$ cat config.mk
export PLATFORM = sky130hd
export DESIGN_NAME = pc_sequencer
export DESIGN_NICKNAME = d
export VERILOG_FILES = /design/src/rtl/pc_sequencer_pkg.sv /design/src/rtl/pc_redirect_buffer.sv /design/src/rtl/pc_sequencer.sv
export SDC_FILE = /design/constraint.sdc
export NUM_CORES = 1
export LEC_CHECK = 0
export ABC_AREA = 1
export BUFFER_PORTS_ARGS = -buffer_cell sky130_fd_sc_hd__buf_2
export CAP_MARGIN = 20
export CORE_ASPECT_RATIO = 2
export CORE_UTILIZATION = 47
export DETAILED_ROUTE_END_ITERATION = 16
export GPL_ROUTABILITY_DRIVEN = 0
export PLACE_DENSITY = 0.86
export SKIP_LAST_GASP = 1
export SYNTH_ARGS = -nofsm -noshare
export SYNTH_HDL_FRONTEND = slang
export SYNTH_SLANG_ARGS = --single-unit
$ cat constraint.sdc
create_clock -name i_Clk -period 1.4 [get_ports i_Clk]
set_input_delay 0.21 -clock i_Clk [delete_from_list [all_inputs] [get_ports i_Clk]]
set_output_delay 0.21 -clock i_Clk [all_outputs]
set_load 0.01 [all_outputs]
$ cat src/rtl/pc_sequencer_pkg.sv
// Shared types and default constants for the PC sequencer.
package pc_sequencer_pkg;

    typedef enum logic [1:0] {
        ST_RUN    = 2'd0,
        ST_STALL  = 2'd1,
        ST_HALTED = 2'd2
    } seq_state_t;

    localparam logic [31:0] DEF_RESET_PC     = 32'h0000_0000;
    localparam logic [31:0] DEF_FAULT_VECTOR = 32'h0000_0080;

endpackage

$ cat src/rtl/pc_redirect_buffer.sv
// One-entry redirect buffer: a newer load overwrites, consume or flush clears the pending flag.
module pc_redirect_buffer #(
    parameter int WIDTH = 32
) (
    input  logic             i_Clk,
    input  logic             i_Reset,
    input  logic             i_Flush,
    input  logic             i_Load,
    input  logic [WIDTH-1:0] i_LoadData,
    input  logic             i_Consume,
    output logic             o_Pend,
    output logic [WIDTH-1:0] o_Data
);

    logic             r_pend;
    logic [WIDTH-1:0] r_data;

    always_ff @(posedge i_Clk) begin
        if (i_Reset) begin
            r_pend <= 1'b0;
            r_data <= '0;
        end else if (i_Load) begin
            r_pend <= 1'b1;
            r_data <= i_LoadData;
        end else if (i_Flush || i_Consume) begin
            r_pend <= 1'b0;
        end
    end

    assign o_Pend = r_pend;
    assign o_Data = r_data;

endmodule

$ cat src/rtl/pc_sequencer.sv
// PC sequencer: arbitrates halt, stall, redirect and sequential advance of the architectural PC.
// Optional feature macro: PC_ALIGN_CHECK_EN (misaligned redirect targets go to FAULT_VECTOR).
module pc_sequencer
    import pc_sequencer_pkg::*;
#(
    parameter int               WIDTH        = 32,
    parameter logic [WIDTH-1:0] RESET_PC     = WIDTH'(DEF_RESET_PC),
    parameter logic [WIDTH-1:0] FAULT_VECTOR = WIDTH'(DEF_FAULT_VECTOR)
) (
    input  logic             i_Clk,
    input  logic             i_Reset,
    input  logic [WIDTH-1:0] i_PCAddResult,
    input  logic             i_RedirectValid,
    input  logic [WIDTH-1:0] i_RedirectPC,
    input  logic             i_Stall,
    input  logic             i_Halt,
    input  logic             i_Resume,
    output logic [WIDTH-1:0] o_PCResult,
    output logic             o_PCValid,
    output logic             o_Halted,
    output logic             o_RedirectPend,
    output logic [31:0]      o_AdvanceCount,
    output logic             o_AlignFault
);

    seq_state_t       r_state, w_state_nxt;
    logic [WIDTH-1:0] r_pc;
    logic             r_pc_valid;
    logic             r_halted;
    logic [31:0]      r_count;
    logic             r_align_fault;

    logic             w_apply_redir;
    logic             w_apply_buf;
    logic             w_seq;
    logic             w_buf_load;
    logic             w_buf_pend;
    logic [WIDTH-1:0] w_buf_data;
    logic [WIDTH-1:0] w_target;
    logic             w_update;
    logic             w_misaligned;
    logic [WIDTH-1:0] w_pc_nxt;

    pc_redirect_buffer #(.WIDTH(WIDTH)) u_buf (
        .i_Clk      (i_Clk),
        .i_Reset    (i_Reset),
        .i_Flush    (w_apply_redir),
        .i_Load     (w_buf_load),
        .i_LoadData (i_RedirectPC),
        .i_Consume  (w_apply_buf),
        .o_Pend     (w_buf_pend),
        .o_Data     (w_buf_data)
    );

    // A PC not yet presented (first cycle out of reset) is held one cycle so it gets fetched.
    always_comb begin
        w_state_nxt   = r_state;
        w_apply_redir = 1'b0;
        w_apply_buf   = 1'b0;
        w_seq         = 1'b0;
        w_buf_load    = 1'b0;
        case (r_state)
            ST_HALTED: begin
                w_buf_load = i_RedirectValid;
                if (i_Resume && !i_Halt)
                    w_state_nxt = ST_RUN;
            end
            default: begin
                if (i_Halt) begin
                    w_state_nxt = ST_HALTED;
                    w_buf_load  = i_RedirectValid;
                end else if (i_Stall || !r_pc_valid) begin
                    w_state_nxt = i_Stall ? ST_STALL : ST_RUN;
                    w_buf_load  = i_RedirectValid;
                end else begin
                    w_state_nxt = ST_RUN;
                    if (i_RedirectValid)
                        w_apply_redir = 1'b1;
                    else if (w_buf_pend)
                        w_apply_buf = 1'b1;
                    else
                        w_seq = 1'b1;
                end
            end
        endcase
    end

    assign w_target = w_apply_redir ? i_RedirectPC : w_buf_data;
    assign w_update = w_apply_redir | w_apply_buf | w_seq;

`ifdef PC_ALIGN_CHECK_EN
    assign w_misaligned = (w_apply_redir | w_apply_buf) && (w_target[1:0] != 2'b00);
`else
    assign w_misaligned = 1'b0;
`endif

    assign w_pc_nxt = w_seq        ? i_PCAddResult :
                      w_misaligned ? FAULT_VECTOR  : w_target;

    always_ff @(posedge i_Clk) begin
        if (i_Reset) begin
            r_state       <= ST_RUN;
            r_pc          <= RESET_PC;
            r_pc_valid    <= 1'b0;
            r_halted      <= 1'b0;
            r_count       <= 32'd0;
            r_align_fault <= 1'b0;
        end else begin
            r_state       <= w_state_nxt;
            r_pc_valid    <= (w_state_nxt != ST_HALTED);
            r_halted      <= (w_state_nxt == ST_HALTED);
            r_align_fault <= w_misaligned;
            if (w_update) begin
                r_pc    <= w_pc_nxt;
                r_count <= r_count + 32'd1;
            end
        end
    end

    assign o_PCResult     = r_pc;
    assign o_PCValid      = r_pc_valid;
    assign o_Halted       = r_halted;
    assign o_RedirectPend = w_buf_pend;
    assign o_AdvanceCount = r_count;
    assign o_AlignFault   = r_align_fault;

endmodule

==> reports/summary.txt <==
=========================================================================================
Sequential cell area                                                             2040 um2
Hold buffers post-CTS                                                                   0
Fmax                                                                              635 MHz
Endpoint of the worst-slack reg-to-reg timing path                           u_buf.o_Data[6]
Remaining DRCs                                                                          0
Count of maximum capacitance violations                                                 0
Area of the die                                                                10,300 um2
Final wirelength                                                                  16.7 mm
Initial core utilization                                                            49.0%
Post-DRT Antenna Nets                                                                   0
Shortest clock period the worst path allows after layout                          1.57 ns
Area share of the largest cell type after synthesis                                 43.7%
Overall power                                                                     6530 uW
CTS max path bufs                                                                       2
Leakage                                                                        0.00327 uW
Proportion of register bits with asynchronous set or reset after synthesis             0%
CP Data Arrival Time                                                              1.84 ns
Congestion Overflow GR                                                                  0
Average footprint of a synthesized cell                                          7.06 um2
Fillers                                                                               695
Critical path class                                                               reg2reg
TritonCTS clock tree                                                                built
Endpoint with the worst hold slack                                             r_state[0]
CP Capture Type                                                                 flip-flop
CP Launch Type                                                                  flip-flop
Largest cells by area after synthesis                                        sky130_fd_sc_hd__dfxtp_1 (44%), sky130_fd_sc_hd__a21oi_1 (13%), sky130_fd_sc_hd__nand2_1 (8.8%)
Clock root buffer master                                                     sky130_fd_sc_hd__clkbuf_16
Most utilized layer in the global route result                                       met2
Critical Path Fanout Max                                                                8
Num CTS Buffers                                                                         9
Share of final-layout standard cells stronger than drive strength 1                 38.7%
Source of the worst hold timing path                                               i_Halt
Count of boundary I/O pins                                                            138
Vias in the first global route                                                      4,857
Multi-input gate area in the final layout                                        2480 um2
1st-pass router iterations                                                              6
Run status                                                                   finished, violations left
Clk_skew                                                                       0.00724 ns
Final worst-path setup slack                                                    -0.174 ns
Library cells used by synthesis                                                        28
Clk pin slew, worst setup/hold paths                                              0.08 ns
Global-route met3 utilization                                                       4.25%
Peak supply drop                                                                  1060 uV
Global-route wire length before repair                                            22.2 mm
Routing usage on met2                                                               51.8%
Setup Viol. Count Final                                                                86
Avg WL per Cell                                                                   16.8 um
Reg2Reg Launch Point                                                            o_PCValid
Unrepaired setup endpoints after global routing                                       yes
Final Net Count                                                                       931
Worst Hold Path Cells                                                                   2
Vias per inst                                                                        5.58
Die Span Y                                                                         142 um
Failing checks                                                               setup timing
Class of the tightest hold or removal check                                        in2reg
Reg2reg path depth                                                                     10
Core occupancy in the finished layout                                               74.7%
Via count                                                                           5,556
CTS sink count                                                                        101
Final Max Tran Viols                                                                    0
Port-buffer cells                                                                     136
Post-synthesis register bit count                                                     101
Global-route track usage on met1                                                    28.2%
Most used flip-flop cell after synthesis                                     sky130_fd_sc_hd__dfxtp_1
Number of nets produced by synthesis                                                  727
Sequential cell area fraction in the yosys report                                   43.7%
Warnings from Yosys                                                                     0
Count of flip-flops with a built-in enable after synthesis                              0
Area of the core                                                                 9450 um2
Number of H-tree levels                                                                 3
Cell area power density                                                        925 nW/um2
Initial DRC count                                                                     365
Worst-skew pair later-pin latency                                                 0.35 ns
Final count of hold timing violations                                                   0
Cell area after synthesis                                                        4630 um2
Horizontal extent of the die                                                      72.2 um
Area Overhead vs Synth                                                              52.4%
Count of mapped cells out of synthesis                                                656
Reg2Reg Setup Slack                                                              -0.17 ns
Number of antenna violations at the first check in global routing                       1
Final critical-path share of the clock period                                        112%
Cell type with the largest total area after synthesis                        sky130_fd_sc_hd__dfxtp_1
Largest net degree at the start of global routing                                      58
HPWL reported at the end of detailed placement                                    9.51 mm
GRT Resource Usage Total                                                            27.6%
Data required, critical path                                                      1.67 ns
Site row count                                                                         50
=========================================================================================
-- worst max path at each step --
stage / startpoint / end / slack (ns) / depth (start not counted)
after global placement: i_Halt / o_AdvanceCount[25] / -0.07 / 9
after floorplan: o_PCValid / o_PCResult[21] / 0.03 / 7
after detailed placement: i_Halt / o_AdvanceCount[25] / -0.11 / 9
after global routing: o_PCValid / u_buf.o_Data[6] / -0.23 / 10
final: o_PCValid / u_buf.o_Data[6] / -0.17 / 10
after CTS: o_PCValid / o_PCResult[25] / -0.1 / 8
-- state kept, by name, summed over array words and instances, names as in the netlist --
signal / flops
o_PCResult: 32
o_PCValid: 1
u_buf.o_Data: 32
u_buf.o_Pend: 1
o_AdvanceCount: 32
o_Halted: 1
r_state: 2
-- what timing repair did --
action	in CTS	in global routing
endpoints found under the setup margin	84	92
pin swaps	9	52
buffers inserted	8	24
gates cloned	4	10
gates resized for setup	45	99
-- cell families after synthesis --
family | synth area share (%)
compound gates | 26.4
xor+xnor | 0.568
fa+ha+maj | 0.270
buf+inv | 9.51
flops | 43.7
other cells | 0.0810
simple gates | 19.5
-- Yosys cell counts, types with 7 or more instances --
library cell and count:
sky130_fd_sc_hd__dfxtp_1 101, sky130_fd_sc_hd__o21ai_0 76, sky130_fd_sc_hd__nand3_1 22, sky130_fd_sc_hd__nor2_1 52
sky130_fd_sc_hd__buf_2 13, sky130_fd_sc_hd__inv_1 72, sky130_fd_sc_hd__o211ai_1 32, sky130_fd_sc_hd__a21oi_1 119
sky130_fd_sc_hd__nand4_1 7, sky130_fd_sc_hd__nor2_2 7, sky130_fd_sc_hd__clkbuf_1 18, sky130_fd_sc_hd__nand2_1 108
-- power breakdown --
group / switching (uW) / leakage, uW / internal, uW / total, uW
sequential: 39.0 / 0.000831 / 2970 / 3010
clock: 1230 / 0.000156 / 1440 / 2670
combinational: 464 / 0.00229 / 382 / 846
-- worst max-delay path, stage by stage, from the launching register on --
cell and delay [ns]:
sky130_fd_sc_hd__dfxtp_2 0.36, sky130_fd_sc_hd__inv_2 0.05, sky130_fd_sc_hd__nor2_4 0.11, sky130_fd_sc_hd__buf_6 0.12, sky130_fd_sc_hd__nand3_4 0.09, sky130_fd_sc_hd__buf_12 0.17, sky130_fd_sc_hd__nand2_8 0.13, sky130_fd_sc_hd__buf_8 0.14
sky130_fd_sc_hd__buf_4 0.11, sky130_fd_sc_hd__o21ai_2 0.04, sky130_fd_sc_hd__a21oi_1 0.16
-- cell type report --
cell class | count | share of cell area, %
Inverter | 74 | 3.94
Clock buffer | 9 | 3.19
Sequential cell | 101 | 28.9
Tap cell | 130 | 2.31
Antenna cell | 1 | 0.0355
Timing Repair Buffer | 230 | 25.1
Clock inverter | 7 | 1.28
Multi-Input combinational cell | 444 | 35.2
-- per-stage QoR --
| stage | area, um2 | setup WS [ns] | cells | TNS [ns] | hold WS (ns) |
|---|---|---|---|---|---|
| 2_1_floorplan | 4630 | 0.0296 | 656 | 0 | 0.279 |
| 3_3_place_gp | 5780 | -0.0733 | 939 | -0.954 | 0.414 |
| 3_5_place_dp | 5780 | -0.112 | 939 | -2.97 | 0.413 |
| 4_1_cts | 6440 | -0.0950 | 967 | -2.21 | 0.0450 |
| 5_1_grt | 7060 | -0.234 | 996 | -13.00 | 0.0602 |
| 6_report | 7060 | -0.174 | 996 | -6.57 | 0.0653 |
-- metal layers --
metal	routed length, um	share of wire (%)
met3	1060	6.3
met5	0	0
met4	937	5.6
met1	5710	34
met2	9040	54
-- cell usage in the layout (no fill, tap or decap), drive strengths merged --
master  netlist  final
buf          19    222
a21oi       119    119
nand2       110    110
dfxtp       101    101
inv          74     78
o21ai        76     76
nor2         60     60
o211ai       32     32
nand3        23     23
clkbuf       18     17
nand4         8      8
nor3          5      5
xnor2         2      2
and3          2      2
or2           2      2
clkinv        0      2
diode         0      1
o21bai        1      1
xor2          1      1
nor4          1      1
ha            1      1
conb          1      1
bufinv        0      1
Power figures use the tool's default switching activity.
